--- src/rtl/instr_encoder.sv ---
// Packs decoded MIPS fields into 32-bit words and writes them to instruction memory
// at an auto-incrementing address. Optional delay-slot NOP insertion: ENCODER_DELAY_SLOT_NOP_EN.
module instr_encoder #(
  parameter int ADDR_W     = 8,
  parameter int START_ADDR = 0
) (
  input  logic              i_clk,
  input  logic              i_rst_n,
  input  logic              i_restart,
  input  logic              i_valid,
  output logic              o_ready,
  input  logic [5:0]        i_opcode,
  input  logic [4:0]        i_rs,
  input  logic [4:0]        i_rt,
  input  logic [4:0]        i_rd,
  input  logic [4:0]        i_shamt,
  input  logic [5:0]        i_funct,
  input  logic [15:0]       i_imm,
  input  logic [25:0]       i_target,
  output logic              o_mem_we,
  output logic [ADDR_W-1:0] o_mem_addr,
  output logic [31:0]       o_mem_wdata,
  output logic [ADDR_W:0]   o_count,
  output logic              o_err,
  output logic              o_full
);

  localparam logic [1:0] IDLE  = 2'd0;
  localparam logic [1:0] WRITE = 2'd1;
  localparam logic [1:0] FULL  = 2'd2;
`ifdef ENCODER_DELAY_SLOT_NOP_EN
  localparam logic [1:0] NOP   = 2'd3;
`endif

  localparam logic [ADDR_W-1:0] startAddr = ADDR_W'(START_ADDR);
  localparam logic [ADDR_W-1:0] lastAddr  = {ADDR_W{1'b1}};

  logic [1:0]        state;
  logic [ADDR_W-1:0] addr;
  logic [ADDR_W:0]   count;
  logic              err;
  logic              memWe;
  logic [31:0]       memWdata;

  function automatic logic isLegal(input logic [5:0] op);
    case (op)
      6'h00, 6'h08, 6'h09, 6'h0D, 6'h0E, 6'h0F,
      6'h23, 6'h2B, 6'h04, 6'h05, 6'h02: isLegal = 1'b1;
      default:                            isLegal = 1'b0;
    endcase
  endfunction

`ifdef ENCODER_DELAY_SLOT_NOP_EN
  function automatic logic isBranch(input logic [5:0] op);
    isBranch = (op == 6'h04) || (op == 6'h05) || (op == 6'h02);
  endfunction
`endif

  function automatic logic [31:0] encode(
    input logic [5:0]  op,
    input logic [4:0]  rs,
    input logic [4:0]  rt,
    input logic [4:0]  rd,
    input logic [4:0]  shamt,
    input logic [5:0]  funct,
    input logic [15:0] imm,
    input logic [25:0] target
  );
    case (op)
      6'h00:   encode = {op, rs, rt, rd, shamt, funct};
      6'h02:   encode = {op, target};
      6'h0F:   encode = {op, 5'd0, rt, imm};  // LUI has no source register
      default: encode = {op, rs, rt, imm};
    endcase
  endfunction

  // NOTE: all state below is sequential and uses non-blocking assignments so every
  // register samples the pre-edge values regardless of statement order.
  always_ff @(posedge i_clk or negedge i_rst_n) begin
    if (!i_rst_n) begin
      state    <= IDLE;
      addr     <= startAddr;
      count    <= '0;
      err      <= 1'b0;
      memWe    <= 1'b0;
      memWdata <= '0;
    end else begin
      case (state)
        IDLE: begin
          memWe <= 1'b0;
          if (i_restart) begin
            addr  <= startAddr;
            count <= '0;
            err   <= 1'b0;
          end else if (i_valid) begin
            if (isLegal(i_opcode)) begin
              memWdata <= encode(i_opcode, i_rs, i_rt, i_rd, i_shamt, i_funct, i_imm, i_target);
              memWe    <= 1'b1;
              state    <= WRITE;
            end else begin
              err <= 1'b1;
            end
          end
        end

        WRITE: begin
          // The write strobe is already on the port this cycle; restart only affects what follows.
          if (i_restart) begin
            addr  <= startAddr;
            count <= '0;
            err   <= 1'b0;
            memWe <= 1'b0;
            state <= IDLE;
          end else begin
            count <= count + 1'b1;
            if (addr == lastAddr) begin
              memWe <= 1'b0;
              state <= FULL;
            end else begin
              addr <= addr + 1'b1;
`ifdef ENCODER_DELAY_SLOT_NOP_EN
              if (isBranch(memWdata[31:26])) begin
                memWe    <= 1'b1;
                memWdata <= '0;
                state    <= NOP;
              end else begin
                memWe <= 1'b0;
                state <= IDLE;
              end
`else
              memWe <= 1'b0;
              state <= IDLE;
`endif
            end
          end
        end

`ifdef ENCODER_DELAY_SLOT_NOP_EN
        NOP: begin
          memWe <= 1'b0;
          if (i_restart) begin
            addr  <= startAddr;
            count <= '0;
            err   <= 1'b0;
            state <= IDLE;
          end else begin
            count <= count + 1'b1;
            if (addr == lastAddr) begin
              state <= FULL;
            end else begin
              addr  <= addr + 1'b1;
              state <= IDLE;
            end
          end
        end
`endif

        FULL: begin
          memWe <= 1'b0;
          if (i_restart) begin
            addr  <= startAddr;
            count <= '0;
            err   <= 1'b0;
            state <= IDLE;
          end
        end

        default: begin
          memWe <= 1'b0;
          state <= IDLE;
        end
      endcase
    end
  end

  assign o_ready     = (state == IDLE);
  assign o_full      = (state == FULL);
  assign o_mem_we    = memWe;
  assign o_mem_addr  = addr;
  assign o_mem_wdata = memWdata;
  assign o_count     = count;
  assign o_err       = err;

endmodule
--- config.mk ---
export PLATFORM = sky130hd
export DESIGN_NAME = instr_encoder
export DESIGN_NICKNAME = d
export VERILOG_FILES = /design/src/rtl/instr_encoder.sv
export SDC_FILE = /design/constraint.sdc
export NUM_CORES = 1
export LEC_CHECK = 0
export ABC_AREA = 1
export CAP_MARGIN = 25
export CORE_ASPECT_RATIO = 1.1
export CORE_UTILIZATION = 43
export DETAILED_ROUTE_END_ITERATION = 8
export GPL_ROUTABILITY_DRIVEN = 0
export GPL_TIMING_DRIVEN = 0
export PLACE_DENSITY = 0.81
export SYNTH_ARGS = -nofsm -noshare
export SYNTH_HDL_FRONTEND = slang
export SYNTH_SLANG_ARGS = --single-unit
--- constraint.sdc ---
create_clock -name i_clk -period 1.9 [get_ports i_clk]
set_input_delay 0.38 -clock i_clk [delete_from_list [all_inputs] [get_ports i_clk]]
set_output_delay 0.38 -clock i_clk [all_outputs]
set_load 0.05 [all_outputs]
==> flow_summary.json, run 1 <==
{
  "r2r.worst_path.cells": 9,
  "seq_area_um2": 1330,
  "syn_area_um2": 3050,
  "hpwl_um": 6490,
  "reg2reg_to": "o_count[4]$_DFFE_PN0P_",
  "crit_chain": "clkdlybuf4s50_1",
  "dieHeight_um": 90.3,
  "pwr-share-comb_pct": 53.7,
  "powerDensity_nw_per_um2": 1130,
  "viasPerCell": 5.09,
  "layout_commonest_cell": "nand2_1",
  "cp_data_arrival_time_ns": 1.49,
  "cp-start-kind": "register",
  "die_area_um2": 7430,
  "drtIter0Drc": 168,
  "final-setup-viol-count": 0,
  "met1_usage_pct": 29.3,
  "fillers": 576,
  "grt_usage_pct": 23.6,
  "min_period_over_period_pct": 98.5,
  "cts_tree": "done",
  "core_area_um2": 6710,
  "path_max_fanout": 2,
  "fin_skew_ns": 0.00292,
  "ant_nets": 0,
  "synth_compound_area_share_pct": 8.33,
  "layout.nets": 641,
  "groute.layer.met3.usage_pct": 5.45,
  "finalHoldViolCount": 0,
  "port_buffers": 128,
  "syn_area_per_cell_um2": 7.33,
  "synthSimpleGateAreaFrac_pct": 38.1,
  "grt-busiest-layer": "met2",
  "first_pass_iters": 4,
  "final_util_pct": 70.3,
  "grtUsageMet2_pct": 39.9,
  "yosys_warnings": 0,
  "cts_hold_buf": 0,
  "clkPwrFrac_pct": 14.8,
  "critical_path_buf_inv_count": 1,
  "grt_max_degree": 30,
  "fin_hold_ws_ns": 0.0569,
  "syn_nets": 500,
  "cts-htree-levels": 2,
  "wl_um": 8510,
  "r2r_slack_ns": 0.12,
  "power_frac_seq_pct": 31.5,
  "post-route-min-period_ns": 1.87,
  "p_leak_uw": 0.00272,
  "cts_root_buf": "clkbuf_8",
  "antennaDiodeCount": 0,
  "cp_slowest_cell": "clkdlybuf4s50_1",
  "antenna_found_initial": 0,
  "place_ws_ns": -0.405,
  "io_pins": 131,
  "clk_path_buf_depth": 2,
  "setup_ws_ns": 0.0276,
  "synth_xor_xnor_area_share_pct": 0.574,
  "grt_pass1_vias": 3034,
  "fmax_mhz": 534,
  "mostFrequentLayoutCells": "180 x nand2_1, 89 x clkdlybuf4s50_1, 53 x dfrtp_1, 34 x nand3_1, 28 x inv_1",
  "grt_pass1_wl_um": 13700,
  "slew_headroom_pct": 60.8,
  "p_int_uw": 2820,
  "synth-seq-cells": 53,
  "power_switching_uw": 2490,
  "cpLargestDelayFamily": "buffers and inverters",
  "clk_latency_ns": 0.31,
  "hold_class": "in2async",
  "critPathRequiredTime_ns": 1.52,
  "syn_inst": 416,
  "start_util_pct": 45.4,
  "yosysSeqAreaShare_pct": 43.5,
  "multi_input_comb_area_um2": 1570,
  "area_growth_pct": 54.6,
  "drive_above_1_share_pct": 10.0,
  "drv_cap": 0,
  "wl_per_cell_um": 13.3,
  "timing.rr.start": "state[0]$_DFFE_PN0P_",
  "placementRows": 31,
  "worstMarginPinSlew_ns": 0.588,
  "p_sw_share_pct": 46.9,
  "irDropWorstVdd_v": 0.000986,
  "clock_sinks": 53,
  "fp.dieW_um": 82.3,
  "drc": 0,
  "drv_slew": 0,
  "synthMuxAreaShare_pct": 0,
  "slowest_delay_ns": 0.82,
  "cts_made_buffers": 5,
  "synthDistinctLibCells": 32,
  "routed-via-count": 3258,
  "cts.clk_slew.worst_paths_ns": 0.10,
  "endpoint_kind": "primary output",
  "grt.overflow.total": 0,
  "status": "finished clean",
  "synth_fa_ha_area_share_pct": 2.46,
  "worstSetupPathType": "reg2out",
  "synth_top_family_by_area": "simple AND/OR/NAND/NOR gates"
}
[worst register-to-register path, cell delays in order, from the launching register on]
cell and delay (ns):
dfrtp_1 0.43, inv_2 0.08, ha_2 0.21, inv_1 0.11, nand2_4 0.09, nor2_1 0.28
inv_1 0.15, a22oi_1 0.21, o21ai_0 0.12, inv_1 0.06
[layout make-up]
| cell class | instances | share of cell area (%) |
|---|---|---|
| Multi-Input combinational cell | 318 | 33.2 |
| Inverter | 32 | 2.65 |
| Buffer | 12 | 1.94 |
| Clock inverter | 3 | 0.982 |
| Sequential cell | 53 | 28.1 |
| Timing Repair Buffer | 135 | 29.5 |
| Tap cell | 82 | 2.18 |
| Clock buffer | 5 | 1.46 |
[cell usage after synthesis]
master / count / area [µm²]
nand3_1: 35 / 175
inv_1: 30 / 113
nand3_2: 2 / 20.0
buf_4: 1 / 7.51
o21ai_0: 15 / 75.1
buf_2: 5 / 25.0
nand2_1: 184 / 691
nand2_2: 3 / 18.8
buf_8: 1 / 15.0
or2_2: 1 / 6.26
nor3_1: 1 / 5.00
nor2_1: 26 / 97.6
o21ai_1: 1 / 5.00
o21ai_2: 1 / 8.76
nand2_4: 2 / 22.5
inv_4: 1 / 6.26
xor2_1: 2 / 17.5
buf_6: 3 / 33.8
inv_2: 1 / 3.75
clkbuf_1: 3 / 11.3
nor2_8: 1 / 20.0
nand4_1: 8 / 50.1
ha_1: 6 / 75.1
a22oi_1: 17 / 128
nor2_2: 2 / 12.5
a32o_1: 1 / 10.0
o21a_1: 1 / 7.51
nor3b_1: 1 / 7.51
a21oi_1: 4 / 20.0
nor2_4: 2 / 22.5
dfrtp_1: 53 / 1330
nor4_1: 2 / 12.5
[flip-flops by register name, summed over array words and instances, names as in the netlist]
signal	flops
o_count	9
o_err	1
o_mem_addr	8
o_mem_wdata	32
o_mem_we	1
state	2
[cells by family after synthesis]
family,count (synthesis)
adders and majority gates,6
AOI/OAI and AO/OA,40
DFF,53
buffers and inverters,45
and+or+nand+nor,270
xor gates and xnor gates,2
[worst max path at each step]
stage	from	end	cells after the start
finish	o_mem_wdata[8]$_DFFE_PN0P_	o_mem_wdata[8]	1
global route	state[1]$_DFFE_PN0P_	o_count[8]$_DFFE_PN0P_	11
floorplan	state[0]$_DFFE_PN0P_	o_mem_wdata[10]$_DFFE_PN0P_	10
detailed placement	i_opcode[3]	o_mem_wdata[7]$_DFFE_PN0P_	10
CTS	o_count[8]$_DFFE_PN0P_	o_count[8]	1
global placement	i_rst_n	o_mem_wdata[14]$_DFFE_PN0P_	1
[stage by stage]
stage	instance area (µm²)	total power, µW	instances	setup TNS (ns)
floorplan	3050	3460	416	0
global placement	4440	4470	626	-67.44
detailed placement	4450	4510	627	-9.68
CTS	4570	5300	636	0
global route	4710	5580	640	-0.0584
finish	4710	5310	640	0
[power by group through the flow]
stage / combinational [µW] / clock [µW] / sequential [µW]
2_1_floorplan: 609 / 0 / 2850
3_3_place_gp: 2780 / 0 / 1690
3_5_place_dp: 2830 / 0 / 1690
4_1_cts: 2820 / 798 / 1680
5_1_grt: 3010 / 843 / 1720
6_report: 2850 / 786 / 1670
[layer usage]
| layer | vias up | part of all wire, % |
|---|---|---|
| met5 | - | 0 |
| met4 | 0 | 1.6 |
| met3 | 14 | 6.6 |
| met2 | 105 | 51 |
| met1 | 1517 | 41 |
| li1 | 1622 | - |
[repair_timing]
item                                    CTS  global route
endpoints found under the setup margin   26            65
pin swaps                                 1             2
buffers inserted                          1             5
gates resized for setup                  23            37
Power figures use the tool's default switching activity.
==> run 2: changes to the inputs <==
ABC_CLOCK_PERIOD_IN_PS = 1900   (was not set)
==> results of run 2 <==
No change in the layout: final DEF, timing and power equal those of run 1.
==> variant (settings of run 2) <==
Put one more register stage on the output `o_count`, with the module's reset. The value now appears one clock later. The other outputs are not delayed to match.
--- a/src/rtl/instr_encoder.sv
+++ b/src/rtl/instr_encoder.sv
@@ -178,7 +178,13 @@
   assign o_mem_we    = memWe;
   assign o_mem_addr  = addr;
   assign o_mem_wdata = memWdata;
-  assign o_count     = count;
+  always_ff @(posedge i_clk or negedge i_rst_n) begin
+    if (!i_rst_n) begin
+      o_count <= '0;
+    end else begin
+      o_count <= count;
+    end
+  end
   assign o_err       = err;
 
 endmodule
Behaviour: not the same (a bounded check fails within 4 cycles, from zero or initial values and one cycle with i_rst_n low).
==> variant against run 2 <==
Critical path depth rose by 2; register-to-register slack barely moved; sequential power rose by 16%; sequential cell count rose by 9; wire length rose by 11%; area after synthesis rose by 7.8%; setup slack improved by 0.0045 ns; power rose by 20%; design area rose by 7.0%; highest routed layer unchanged.
==> variant: results (changes against run 2) <==
The clock latency on the worst-skew pair was 0.35 ns (was 0.31 ns); the share of total power in the clock network was 21.2% (was 14.8%). Share of final-layout standard cells stronger than drive strength 1: 12.5% (was 10.0%). The tools report the timing startpoint of the critical path as state[0] (was o_mem_wdata[8]). The leakage component of the power was 2.78 nW (was 2.72 nW). The capturing point of the worst reg2reg path was o_mem_addr[3] (was o_count[4]). The tools report the total number of H-tree levels as 3 (was 2). The portion of the layout cell area used by clock cells is 4.56% (was 2.44%). The number of clock buffers in the layout is 10 (was 5), and the post-cts gate resize count is 39 (was 23). The average instance area after synthesis works out to 7.74 um2 (was 7.33 um2). Cell types with the largest area share after synthesis: dfrtp_1, nand2_1, nand3_1, nand4_1, inv_1 (was dfrtp_1, nand2_1, nand3_1, a22oi_1, inv_1). The multi-input combinational area share works out to 31.1% (was 33.2%). Clock skew after layout: 0.0132 ns (was 0.00292 ns).

The tools report the setup fix buffers added after clock tree synthesis as 3 (was 1). For the met1 routing resource usage after global routing, the log shows 28.6% (was 29.3%). For the global-route usage over all layers, the log shows 24.1% (was 23.6%). The minimum clock period after layout is 1.87 ns (about the same), and the number of instances in the placed design is 642 (was 627).

The run finished with clean final reports. The detailed-route vias per instance is 5.09 (about the same). The tools report the met2 track demand over resource as 41.4% (was 39.9%).

The run gives 0.895 mV (was 0.986 mV) as the maximum resistive drop on vdd. The run gives 0.0134 ns (was 0.0569 ns) as the worst slack on hold paths. The switching share of total power works out to 46.1% (was 46.9%). Clock-pin slew of the registers on the worst-case setup and hold paths: 0.08 ns (was 0.10 ns).

The layout overhead on the synthesized area is 53.4% (was 54.6%). The number of port buffers is 129 (was 128). The total clock buffers created by CTS was 9 (was 5); the number of nets produced by synthesis was 509 (was 500).

The actual transition at the worst max-transition pin came out at 0.560 ns (was 0.588 ns). The area of the mapped netlist was 3290 um2 (was 3050 um2); the largest fanout on the critical path was 3 (was 2). The half-perimeter wire length after placement is 6.79 mm (was 6.49 mm). Post-synth top cells: nand2_1, dfrtp_1, nand3_1, inv_1 (was nand2_1, dfrtp_1, nand3_1, inv_1, nor2_1). The logs give 151 (was 168) for the number of design-rule violations left by the first detailed-router iteration and 4720 um2 (was 4450 um2) for the placement-stage cell area. The tools report the worst slack at placement as -0.368 ns (was -0.405 ns).
-- variant: cell types whose count changed in the layout (fill, tap and decap cells not counted), moves of 8 or more --
cell                    run 2  this run
clkdlybuf4s50_1            89        78
nand4_1                     8        21
a22oi_1                    17         0
dlygate4sd2_1              12        31
nand2_2                     5        13
dfrtp_1                    53        62
-- variant: cell families after synthesis --
kind of cell             Yosys count  share of synthesized area [%]
AND/OR/NAND/NOR                  280                           37.9
flip-flops                        62                           47.2
buffers and inverters             46                           6.92
AO/OA/AOI/OAI                     29                           5.14
adder cells (fa/ha/maj)            6                           2.28
XOR/XNOR                           1                          0.266
multiplexers                       1                          0.304
-- variant: worst max-delay path by stage --
stage / endpoint / cells past startpoint
final: o_full / 3
after global routing: count[7] / 13
after detailed placement: o_mem_wdata[14] / 10
after global placement: o_mem_wdata[30] / 1
after floorplan: count[7] / 13
after CTS: o_mem_wdata[7] / 1
